==> src/rtl/psg_bus_master_if.sv <==
// Request/response and PSG bus signals of psg_bus_master, grouped so the
// sequencer side and the PSG side can be wired as one bundle.
interface psg_bus_master_if;
    logic       req_valid;
    logic       req_ready;
    logic       req_write;
    logic [3:0] req_addr;
    logic [7:0] req_data;
    logic       rsp_valid;
    logic [7:0] rsp_data;
    logic       BDIR;
    logic       BC;
    logic [7:0] DA_out;
    logic [7:0] DA_in;
    logic       busy;

    // Bus master (the controller itself)
    modport master (
        input  req_valid, req_write, req_addr, req_data, DA_in,
        output req_ready, rsp_valid, rsp_data, BDIR, BC, DA_out, busy
    );

    // Sequencer plus PSG as seen from the outside
    modport slave (
        output req_valid, req_write, req_addr, req_data, DA_in,
        input  req_ready, rsp_valid, rsp_data, BDIR, BC, DA_out, busy
    );
endinterface

==> src/rtl/psg_bus_master.sv <==
// AY-3-8912 style PSG bus initiator: buffers register write/read requests in a
// small FIFO and plays them out as latch-address / write / read bus cycles whose
// phase lengths are counted in PSG clock-enable ticks.
//
// state    | meaning
// ---------+-----------------------------------------------------------
// IDLE     | bus inactive, pops the next request when the FIFO has one
// ADDR     | latch-address phase, BDIR=1 BC=1, DA_out = register number
// ADDR_GAP | inactive bus after the address phase
// WR       | write phase, BDIR=1 BC=0, DA_out = write data
// WR_GAP   | inactive bus closing a write
// RD       | read phase, BDIR=0 BC=1, DA_in captured on the last CE tick
// RD_GAP   | inactive bus closing a read
module psg_bus_master #(
    parameter int FIFO_DEPTH = 4,
    parameter int PULSE_LEN  = 2,
    parameter int GAP_LEN    = 1,
    parameter int SKIP_ADDR  = 1
) (
    input  logic               i_clk,
    input  logic               i_rst,
    input  logic               i_ce,
    psg_bus_master_if.master   bus
);

    localparam int AW = $clog2(FIFO_DEPTH);

    typedef enum logic [2:0] {
        S_IDLE     = 3'd0,
        S_ADDR     = 3'd1,
        S_ADDR_GAP = 3'd2,
        S_WR       = 3'd3,
        S_WR_GAP   = 3'd4,
        S_RD       = 3'd5,
        S_RD_GAP   = 3'd6
    } state_t;

    // Request FIFO: entry = {write, addr[3:0], data[7:0]}
    logic [12:0]   r_mem [FIFO_DEPTH];
    logic [AW-1:0] r_wptr;
    logic [AW-1:0] r_rptr;
    logic [AW:0]   r_count;

    logic          w_full;
    logic          w_empty;
    logic          w_push;
    logic          w_pop;
    logic [12:0]   w_head;
    logic          w_head_write;
    logic [3:0]    w_head_addr;
    logic [7:0]    w_head_data;

    // Sequencing state
    state_t        r_state;
    state_t        w_next;
    logic [3:0]    r_cnt;
    logic [3:0]    w_load;
    logic          w_adv;
    logic          w_need_addr;

    // Working copy of the transaction in flight
    logic          r_wr;
    logic [3:0]    r_addr;
    logic [7:0]    r_data;

    // Last latched PSG address
    logic          r_cache_vld;
    logic [3:0]    r_cache_addr;

    logic          r_rsp_valid;
    logic [7:0]    r_rsp_data;
    logic [7:0]    r_da;

    logic          w_bdir;
    logic          w_bc;
    logic [7:0]    w_da;

    assign w_full       = (r_count == (AW+1)'(FIFO_DEPTH));
    assign w_empty      = (r_count == '0);
    assign w_push       = bus.req_valid && !w_full;
    assign w_pop        = (r_state == S_IDLE) && !w_empty;
    assign w_head       = r_mem[r_rptr];
    assign w_head_write = w_head[12];
    assign w_head_addr  = w_head[11:8];
    assign w_head_data  = w_head[7:0];

    // A repeated address can reuse the PSG's latched register number
    assign w_need_addr  = !((SKIP_ADDR != 0) && r_cache_vld && (w_head_addr == r_cache_addr));

    // Phase ends on the CE tick that would take the counter from 1 to 0
    assign w_adv        = (r_cnt == 4'd1) && i_ce;

    assign w_load       = ((w_next == S_ADDR) || (w_next == S_WR) || (w_next == S_RD))
                          ? 4'(PULSE_LEN) : 4'(GAP_LEN);

    // FIFO storage; contents need no reset since the pointers qualify them
    always_ff @(posedge i_clk) begin
        if (w_push) begin
            r_mem[r_wptr] <= {bus.req_write, bus.req_addr, bus.req_data};
        end
    end

    // FIFO pointers and occupancy; simultaneous push and pop leave the count unchanged
    always_ff @(posedge i_clk) begin
        if (i_rst) begin
            r_wptr  <= '0;
            r_rptr  <= '0;
            r_count <= '0;
        end else begin
            if (w_push) begin
                r_wptr <= r_wptr + AW'(1);
            end
            if (w_pop) begin
                r_rptr <= r_rptr + AW'(1);
            end
            case ({w_push, w_pop})
                2'b10:   r_count <= r_count + (AW+1)'(1);
                2'b01:   r_count <= r_count - (AW+1)'(1);
                default: r_count <= r_count;
            endcase
        end
    end

    // State register plus the registers that change on phase boundaries
    always_ff @(posedge i_clk) begin
        if (i_rst) begin
            r_state      <= S_IDLE;
            r_cnt        <= '0;
            r_wr         <= 1'b0;
            r_addr       <= '0;
            r_data       <= '0;
            r_cache_vld  <= 1'b0;
            r_cache_addr <= '0;
            r_rsp_valid  <= 1'b0;
            r_rsp_data   <= '0;
            r_da         <= '0;
        end else begin
            r_state <= w_next;
            if (w_next != r_state) begin
                r_cnt <= w_load;
            end else if (i_ce && (r_cnt != 4'd0)) begin
                r_cnt <= r_cnt - 4'd1;
            end

            if (w_pop) begin
                r_wr   <= w_head_write;
                r_addr <= w_head_addr;
                r_data <= w_head_data;
            end

            if ((r_state == S_ADDR) && w_adv) begin
                r_cache_vld  <= 1'b1;
                r_cache_addr <= r_addr;
            end

            r_rsp_valid <= (r_state == S_RD) && w_adv;
            if ((r_state == S_RD) && w_adv) begin
                r_rsp_data <= bus.DA_in;
            end

            // Remembered so gap and idle states keep DA_out steady
            r_da <= w_da;
        end
    end

    // Next-state decode
    always_comb begin
        w_next = r_state;
        case (r_state)
            S_IDLE: begin
                if (!w_empty) begin
                    if (w_need_addr) begin
                        w_next = S_ADDR;
                    end else if (w_head_write) begin
                        w_next = S_WR;
                    end else begin
                        w_next = S_RD;
                    end
                end
            end
            S_ADDR:     if (w_adv) w_next = S_ADDR_GAP;
            S_ADDR_GAP: if (w_adv) w_next = r_wr ? S_WR : S_RD;
            S_WR:       if (w_adv) w_next = S_WR_GAP;
            S_RD:       if (w_adv) w_next = S_RD_GAP;
            S_WR_GAP:   if (w_adv) w_next = S_IDLE;
            S_RD_GAP:   if (w_adv) w_next = S_IDLE;
            default:    w_next = S_IDLE;
        endcase
    end

    // Bus outputs decoded from the current state
    always_comb begin
        w_bdir = 1'b0;
        w_bc   = 1'b0;
        w_da   = r_da;
        case (r_state)
            S_ADDR: begin
                w_bdir = 1'b1;
                w_bc   = 1'b1;
                w_da   = {4'b0000, r_addr};
            end
            S_WR: begin
                w_bdir = 1'b1;
                w_da   = r_data;
            end
            S_RD: begin
                w_bc   = 1'b1;
                w_da   = 8'h00;
            end
            default: ;
        endcase
    end

    assign bus.BDIR      = w_bdir;
    assign bus.BC        = w_bc;
    assign bus.DA_out    = w_da;
    assign bus.req_ready = !w_full;
    assign bus.rsp_valid = r_rsp_valid;
    assign bus.rsp_data  = r_rsp_data;
    assign bus.busy      = !w_empty || (r_state != S_IDLE);

endmodule
==> src/flat_wrapper.sv <==
// flat-port wrapper written by rule: the top's interface ports become plain ports
module psg_bus_master_flat 
#(
    parameter int FIFO_DEPTH = 4,
    parameter int PULSE_LEN  = 2,
    parameter int GAP_LEN    = 1,
    parameter int SKIP_ADDR  = 1
)
  (i_clk, i_rst, i_ce, bus_req_valid, bus_req_write, bus_req_addr, bus_req_data, bus_DA_in, bus_req_ready, bus_rsp_valid, bus_rsp_data, bus_BDIR, bus_BC, bus_DA_out, bus_busy);
  psg_bus_master_if bus_i ();
  input  logic i_clk;
  input  logic i_rst;
  input  logic i_ce;
  input wire logic [$bits(bus_i.req_valid)-1:0] bus_req_valid;
  input wire logic [$bits(bus_i.req_write)-1:0] bus_req_write;
  input wire logic [$bits(bus_i.req_addr)-1:0] bus_req_addr;
  input wire logic [$bits(bus_i.req_data)-1:0] bus_req_data;
  input wire logic [$bits(bus_i.DA_in)-1:0] bus_DA_in;
  output wire logic [$bits(bus_i.req_ready)-1:0] bus_req_ready;
  output wire logic [$bits(bus_i.rsp_valid)-1:0] bus_rsp_valid;
  output wire logic [$bits(bus_i.rsp_data)-1:0] bus_rsp_data;
  output wire logic [$bits(bus_i.BDIR)-1:0] bus_BDIR;
  output wire logic [$bits(bus_i.BC)-1:0] bus_BC;
  output wire logic [$bits(bus_i.DA_out)-1:0] bus_DA_out;
  output wire logic [$bits(bus_i.busy)-1:0] bus_busy;
  assign bus_i.req_valid = bus_req_valid;
  assign bus_i.req_write = bus_req_write;
  assign bus_i.req_addr = bus_req_addr;
  assign bus_i.req_data = bus_req_data;
  assign bus_i.DA_in = bus_DA_in;
  assign bus_req_ready = bus_i.req_ready;
  assign bus_rsp_valid = bus_i.rsp_valid;
  assign bus_rsp_data = bus_i.rsp_data;
  assign bus_BDIR = bus_i.BDIR;
  assign bus_BC = bus_i.BC;
  assign bus_DA_out = bus_i.DA_out;
  assign bus_busy = bus_i.busy;
  psg_bus_master #(.FIFO_DEPTH(FIFO_DEPTH), .PULSE_LEN(PULSE_LEN), .GAP_LEN(GAP_LEN), .SKIP_ADDR(SKIP_ADDR)) u_core (.i_clk(i_clk), .i_rst(i_rst), .i_ce(i_ce), .bus(bus_i));
endmodule
==> config.mk <==
export PLATFORM = sky130hd
export DESIGN_NAME = psg_bus_master_flat
export DESIGN_NICKNAME = d
export VERILOG_FILES = /design/src/rtl/psg_bus_master_if.sv /design/src/rtl/psg_bus_master.sv /design/src/flat_wrapper.sv
export SDC_FILE = /design/constraint.sdc
export NUM_CORES = 1
export LEC_CHECK = 0
export CAP_MARGIN = 15
export CORE_MARGIN = 8
export CORE_UTILIZATION = 56
export DETAILED_ROUTE_END_ITERATION = 12
export HOLD_SLACK_MARGIN = 0.08
export PLACE_DENSITY = 0.83
export SLEW_MARGIN = 40
export SYNTH_ARGS = -nofsm -noshare
export SYNTH_HDL_FRONTEND = slang
export SYNTH_SLANG_ARGS = --single-unit
==> constraint.sdc <==
create_clock -name i_clk -period 2.83 [get_ports i_clk]
set_input_delay 0.283 -clock i_clk [delete_from_list [all_inputs] [get_ports i_clk]]
set_output_delay 0.283 -clock i_clk [all_outputs]
set_load 0.02 [all_outputs]
Word level (Yosys, flattened, before mapping). Memories as Yosys holds them, arrays and structs flattened. A register that Yosys moved wholly into a read port is not among the register bits. Cells that the tools add are included.

Register bits after elaboration: 49. Bits in latches: 0. RAM bits: 52. Bits in read-only memories: 0. Input bits: 25. Output and inout bits: 21. Logic and storage cells: 76. Memories kept: 1.

Add/sub/neg operators: 5. $mul: 0. Div/mod/pow operators: 0. Order comparisons: 0. Equality and inequality tests: 15. Shift-type cells: 0. Mux-type cells: 21. Bitwise logic cells: 0. Reductions and logical operators: 21.

Memory list: u_core.r_mem (depth 4, width 13, read ports 1, clocked after Yosys merged registers in 1, write ports 1, RTL line psg_bus_master.sv:39) `logic [12:0] r_mem [FIFO_DEPTH];`.

Operators by type and width (count): 2-to-1 mux 3 bit (9); case mux 8 bit (3 select lines) (1); case mux 3 bit (6 select lines) (1); == test 3 bit (second input constant) (5); == test 3 x 2 -> 1 bit (second input constant) (3); 2-to-1 mux 4 bit (2); logical AND 1 bit (7); == test 3 x 1 -> 1 bit (second input constant) (2); zero test 3 bit (2); 2-to-1 mux 2 bit (3); case mux 3 bit (2 select lines) (1); OR reduction 2 bit (3); adder 2 x 1 -> 2 bit (second input constant) (2); == test 4 x 1 -> 1 bit (second input constant) (1); == test 4 bit (1); 2-to-1 mux 1 bit (4); nonzero test 2 bit (2); nonzero test 4 bit (1); subtractor 4 x 1 -> 4 bit (second input constant) (1); adder 3 x 1 -> 3 bit (second input constant) (1); logical OR 1 bit (3); inequality test 3 bit (1); nonzero test 3 bit (1); subtractor 3 x 1 -> 3 bit (second input constant) (1); 3 further kinds (4).

Logic depth before layout (Yosys ltp).
Depth in word-level cells: 10. Gate-level depth with buffers: 11. Mapped depth without buffers: 9.

Worst setup path after synthesis. Ideal clock, no wire load.

Path type: register -> register. From: reg u_core.r_state[0]. To: reg u_core.r_count[2]. Data arrival time: 2.278 ns. Data required time: 2.760 ns. Slack: 0.482 ns. Stages on the path, launching flop included: 12. Buffers on the path: 2. Period minus slack after synthesis: 2.348 ns. Cell sequence: dfxtp_1 clkbuf_1 nor3_2 nand2_2 inv_2 buf_2 ha_1 inv_1 fa_1 xor2_1 or3_1 a21oi_1.

Word-level cells in the longest chain between the ends: 4.

RTL lines: from (decl) (RTL line psg_bus_master.sv:54) `state_t r_state;`; from (signal assigned) (RTL line psg_bus_master.sv:138) `r_state <= w_next;`; zero test 3 bit * (RTL line psg_bus_master.sv:81) `assign w_pop = (r_state == S_IDLE) && !w_empty;`; logical AND 1 bit * (RTL line psg_bus_master.sv:81); net u_core.w_pop (RTL line psg_bus_master.sv:47) `logic w_pop;`; == test 2 x 1 -> 1 bit / == test 2 bit (equally long branches) (RTL line psg_bus_master.sv:116) `case ({w_push, w_pop})`; case mux 3 bit (2 select lines) / nonzero test 2 bit (equally long branches); to (signal assigned) (RTL line psg_bus_master.sv:117) `2'b10: r_count <= r_count + (AW+1)'(1);`; to (signal assigned) (RTL line psg_bus_master.sv:118) `2'b01: r_count <= r_count - (AW+1)'(1);`; to (signal assigned) (RTL line psg_bus_master.sv:119) `default: r_count <= r_count;`; to (decl) (RTL line psg_bus_master.sv:42) `logic [AW:0] r_count;`.

Mark *: on every way through the listed nets, which the timed path passes. The rest lies on a longest branch. A chain may end at the register's enable or synchronous reset.

Worst setup path after layout.
From: reg u_core.r_state[0]. To: out bus_DA_out[2].

Word-level cells in the longest chain between the ends: 2.

RTL lines: == test 3 bit, or another cell as far along (RTL line psg_bus_master.sv:196) `case (r_state)`; case mux 8 bit (3 select lines) * (RTL line psg_bus_master.sv:196); to (decl) (RTL line flat_wrapper.sv:24) `output wire logic [$bits(bus_i.DA_out)-1:0] bus_DA_out;`.

Every way passes the cells marked *; elsewhere a longest branch is shown, timed or not.

==> impl_metrics.py <==
metrics = {
    "outcome": {
        "status": "completed",
    },
    "clock_network": {
        "cts_hold_buffers": 0,
        "cts.sinks": 103,
        "cts.repair.resized": 0,
        "cts-buffers-inserted": 9,
        "post_cts_buffers": 0,
        "root_buffer": "clkbuf_8",
        "insertion_delay_ns": 0.36,
        "cts_max_level": 3,
        "path_clk_slew_ns": 0.09,
        "cts_tree": "built",
        "clockBufferDepth": 2,
    },
    "global_routing": {
        "grt_pass1_vias": 2575,
        "grt_max_degree": 30,
        "antenna_found_initial": 0,
        "use_met2_pct": 26.50,
        "met3_usage_pct": 4.727,
        "grt_pass1_wl_um": 12800,
        "grtUsageTotal_pct": 15.99,
        "grt_most_used_layer": "met2",
        "grt-ovfl-total": 0,
        "met1_usage_pct": 19.49,
    },
    "synthesis": {
        "synthAdderAreaFrac_pct": 2.540,
        "synth_compound_area_share_pct": 7.944,
        "syn_area_per_cell_um2": 12.35,
        "synth_cell_types": 45,
        "netlist_area_um2": 4237,
        "synth_mux_area_share_pct": 10.34,
        "yosysMostFrequentCell": "edfxtp_1",
        "ys_seq_elements": 103,
        "synth-xor-area-share_pct": 2.274,
        "yosys.area_share.simple_pct": 12.76,
        "synth_top_area_cell": "edfxtp_1",
        "synth_top_family_by_area": "simple AND/OR/NAND/NOR gates",
        "synth.yosys.seq_area_share_pct": 60.96,
        "synth.net_count": 376,
        "yosysWarnings": 0,
        "synth_top_area_share_pct": 36.86,
        "synth-async-reset-ratio_pct": 0,
        "synthCells": 343,
        "synth_ff_type": "edfxtp_1",
        "synth_edf_count": 52,
        "synthTopCellsByArea": "edfxtp_1, dfxtp_1, mux4_2",
        "synth_common_cells": "edfxtp_1, dfxtp_1, nand2_1, a21oi_1, nor2_1",
    },
    "timing": {
        "slew_headroom_pct": 53.12,
        "finalHoldViolCount": 0,
        "max_freq_ghz": 0.3836,
        "post-route-period-util_pct": 92.12,
        "slew_viol_final": 0,
        "rsz0062_at_grt": "false",
        "worst_pin_slew_ns": 0.7031,
        "setup_violations": 0,
        "fin_setup_tns_ns": 0,
        "setup_ws_ns": 0.2230,
        "skew_ns": 0.009504,
        "period_minus_slack_ns": 2.607,
    },
    "final_layout": {
        "seqCellArea_um2": 2582,
        "fill_cells": 575,
        "multi_input_area_um2": 1519,
        "syn_to_final_growth_pct": 17.51,
        "n_antenna_cell": 0,
        "fin_nets": 422,
        "layout-drive-gt1-share_pct": 9.924,
    },
    "worst_setup_path": {
        "worstPathRequired_ns": 2.55,
        "worst-path-stages": 4,
        "reg2reg_to": "u_core.r_count[2]",
        "worstSetupStartpoint": "u_core.r_state[0]",
        "arrival_ns": 2.32,
        "startpoint_type": "register",
        "crit_type": "reg2out",
        "cp_num_buf_inv": 1,
        "endpoint_kind": "output port",
        "crit_slowest_cell": "clkdlybuf4s50_1",
        "cp_cell_sequence": "nor2b_1, a22o_1, a221o_1, clkdlybuf4s50_1",
        "cpPeakStageDelay_ns": 0.62,
        "critPathMaxFanout": 9,
        "reg2reg_depth": 9,
        "crit_path_end": "bus_DA_out[2]",
        "cp_top_family": "buffers and inverters",
        "reg2reg_from": "u_core.r_count[2]",
        "r2r_setup_slack_ns": 0.40,
    },
    "power_and_ir_drop": {
        "p_leak_uw": 0.001817,
        "pwr-share-comb_pct": 30.5,
        "powerDensity_nw_per_um2": 827.7,
        "p_sw_uw": 1350,
        "pwr-share-clk_pct": 21.9,
        "p_int_uw": 2771,
        "power_frac_seq_pct": 47.6,
        "p_sw_share_pct": 32.75,
        "vdd_drop_max_mv": 0.3504,
    },
    "run": {
        "drv_cap": 0,
    },
    "routing": {
        "via_per_inst": 5.490,
        "ant_nets": 0,
        "avgRoutedWirePerCell_um": 16.20,
        "drc": 0,
        "num_vias": 2701,
        "dr.pass1.iters": 4,
        "drt_iter0_markers": 104,
        "routed_wl_um": 7968,
    },
    "place": {
        "place_ws_ns": 0.4496,
        "detailed_place_hpwl_um": 5577,
        "io_buffers": 45,
        "globalplace.congestion": 0.8118,
    },
    "floorplan": {
        "fp.dieH_um": 103.0,
        "die_w_um": 103.0,
        "start_util_pct": 58.10,
        "io_pins": 46,
        "die_area_um2": 10600,
        "row_count": 31,
        "core-area_um2": 7292,
    },
    "worst_hold_path": {
        "holdCritPathClass": "reg2reg",
    },
}
worst min-delay path by stage:
stage | slack, ns | start | end | cells after the start
final | 0.46 | u_core.r_data[3] | u_core.r_data[3] | 2
after CTS | 0.46 | u_core.r_data[3] | u_core.r_data[3] | 2
after floorplan | 0.38 | bus_req_data[0] | u_core.r_mem[0][0] | 0
after global routing | 0.49 | u_core.r_data[7] | u_core.r_data[7] | 2
after detailed placement | 0.45 | u_core.r_data[3] | u_core.r_data[3] | 2
after global placement | 0.44 | u_core.r_data[7] | u_core.r_data[7] | 2
area by class of cell:
cell class / instances / share of cell area, %
sequential: 103 / 51.87
multi-input combinational: 209 / 30.51
timing repair buffer: 53 / 10.25
clock buffer: 10 / 2.563
tap: 99 / 2.488
clock inverter: 5 / 1.332
inverter: 13 / 0.9801
flip-flops by register name, summed over array words and instances, names as in the netlist, named ones only:
| signal | cells |
|---|---|
| u_core.r_count | 3 |
| u_core.r_rptr | 2 |
| u_core.r_cnt | 4 |
| u_core.bus.rsp_valid | 1 |
| u_core.r_state | 3 |
| u_core.r_cache_addr | 4 |
| u_core.r_da | 8 |
| u_core.r_data | 8 |
| u_core.r_addr | 4 |
| u_core.r_wr | 1 |
| u_core.r_mem | 52 |
| u_core.r_wptr | 2 |
| u_core.r_cache_vld | 1 |
| u_core.bus.rsp_data | 8 |
worst register-to-register path, cell delays in order (launching register included):
cell and delay (ns):
dfxtp_1 0.38, or3b_1 0.46, and2_1 0.24, inv_2 0.06, ha_1 0.18, inv_1 0.06
fa_1 0.38, xor2_1 0.16, or3_1 0.32, a21oi_1 0.14
per-layer routing:
| layer | routed length [µm] | vias up | share of wire, % |
|---|---|---|---|
| li1 | - | 1326 | - |
| met1 | 3541 | 1299 | 44 |
| met2 | 3900 | 69 | 49 |
| met3 | 443 | 7 | 5.6 |
| met4 | 82 | 0 | 1.0 |
| met5 | 0 | - | 0 |
power by group through the flow:
stage	registers (µW)	logic [µW]	clock network [µW]
global route	1990	1380	982
global placement	1990	1210	0
CTS	1960	1260	926
floorplan	1920	931	0
finish	1960	1260	901
detailed placement	2000	1250	0
cells in the final DEF, fill, tap and decap left out, types with 3 or more instances in the layout:
master / instances
edfxtp_1: 52
dfxtp_1: 51
clkdlybuf4s50_1: 45
nand2_1: 43
nor2_1: 24
a21oi_1: 24
mux2i_1: 16
inv_1: 10
mux4_2: 10
clkbuf_8: 9
a22o_1: 8
buf_4: 8
nor3_1: 7
nand3_1: 7
ha_1: 7
nor2b_1: 6
xnor2_1: 6
and2_1: 5
and3_1: 5
xor2_1: 5
a221o_1: 4
or3_1: 3
inv_2: 3
logic make-up (layout without fill, tap and decap cells):
kind of cell,after synthesis,count (layout)
buffers and inverters,31,81
AO/OA/AOI/OAI,50,50
AND/OR/NAND/NOR,112,112
XOR/XNOR,11,11
multiplexers,28,28
flip-flops,103,103
adder cells (fa/ha/maj),8,8
through the flow:
stage | total power [µW] | utilization, % | hold WS, ns | cell area [µm²] | cells
global route | 4351 | 68.27 | 0.4872 | 4979 | 492
global placement | 3198 | 65.61 | 0.4440 | 4785 | 477
detailed placement | 3247 | 65.61 | 0.4500 | 4785 | 477
finish | 4121 | 68.27 | 0.4604 | 4979 | 492
CTS | 4145 | 68.27 | 0.4624 | 4979 | 492
floorplan | 2852 | - | 0.3819 | 4237 | 343
No activity file was read; power rests on OpenSTA's default activity.
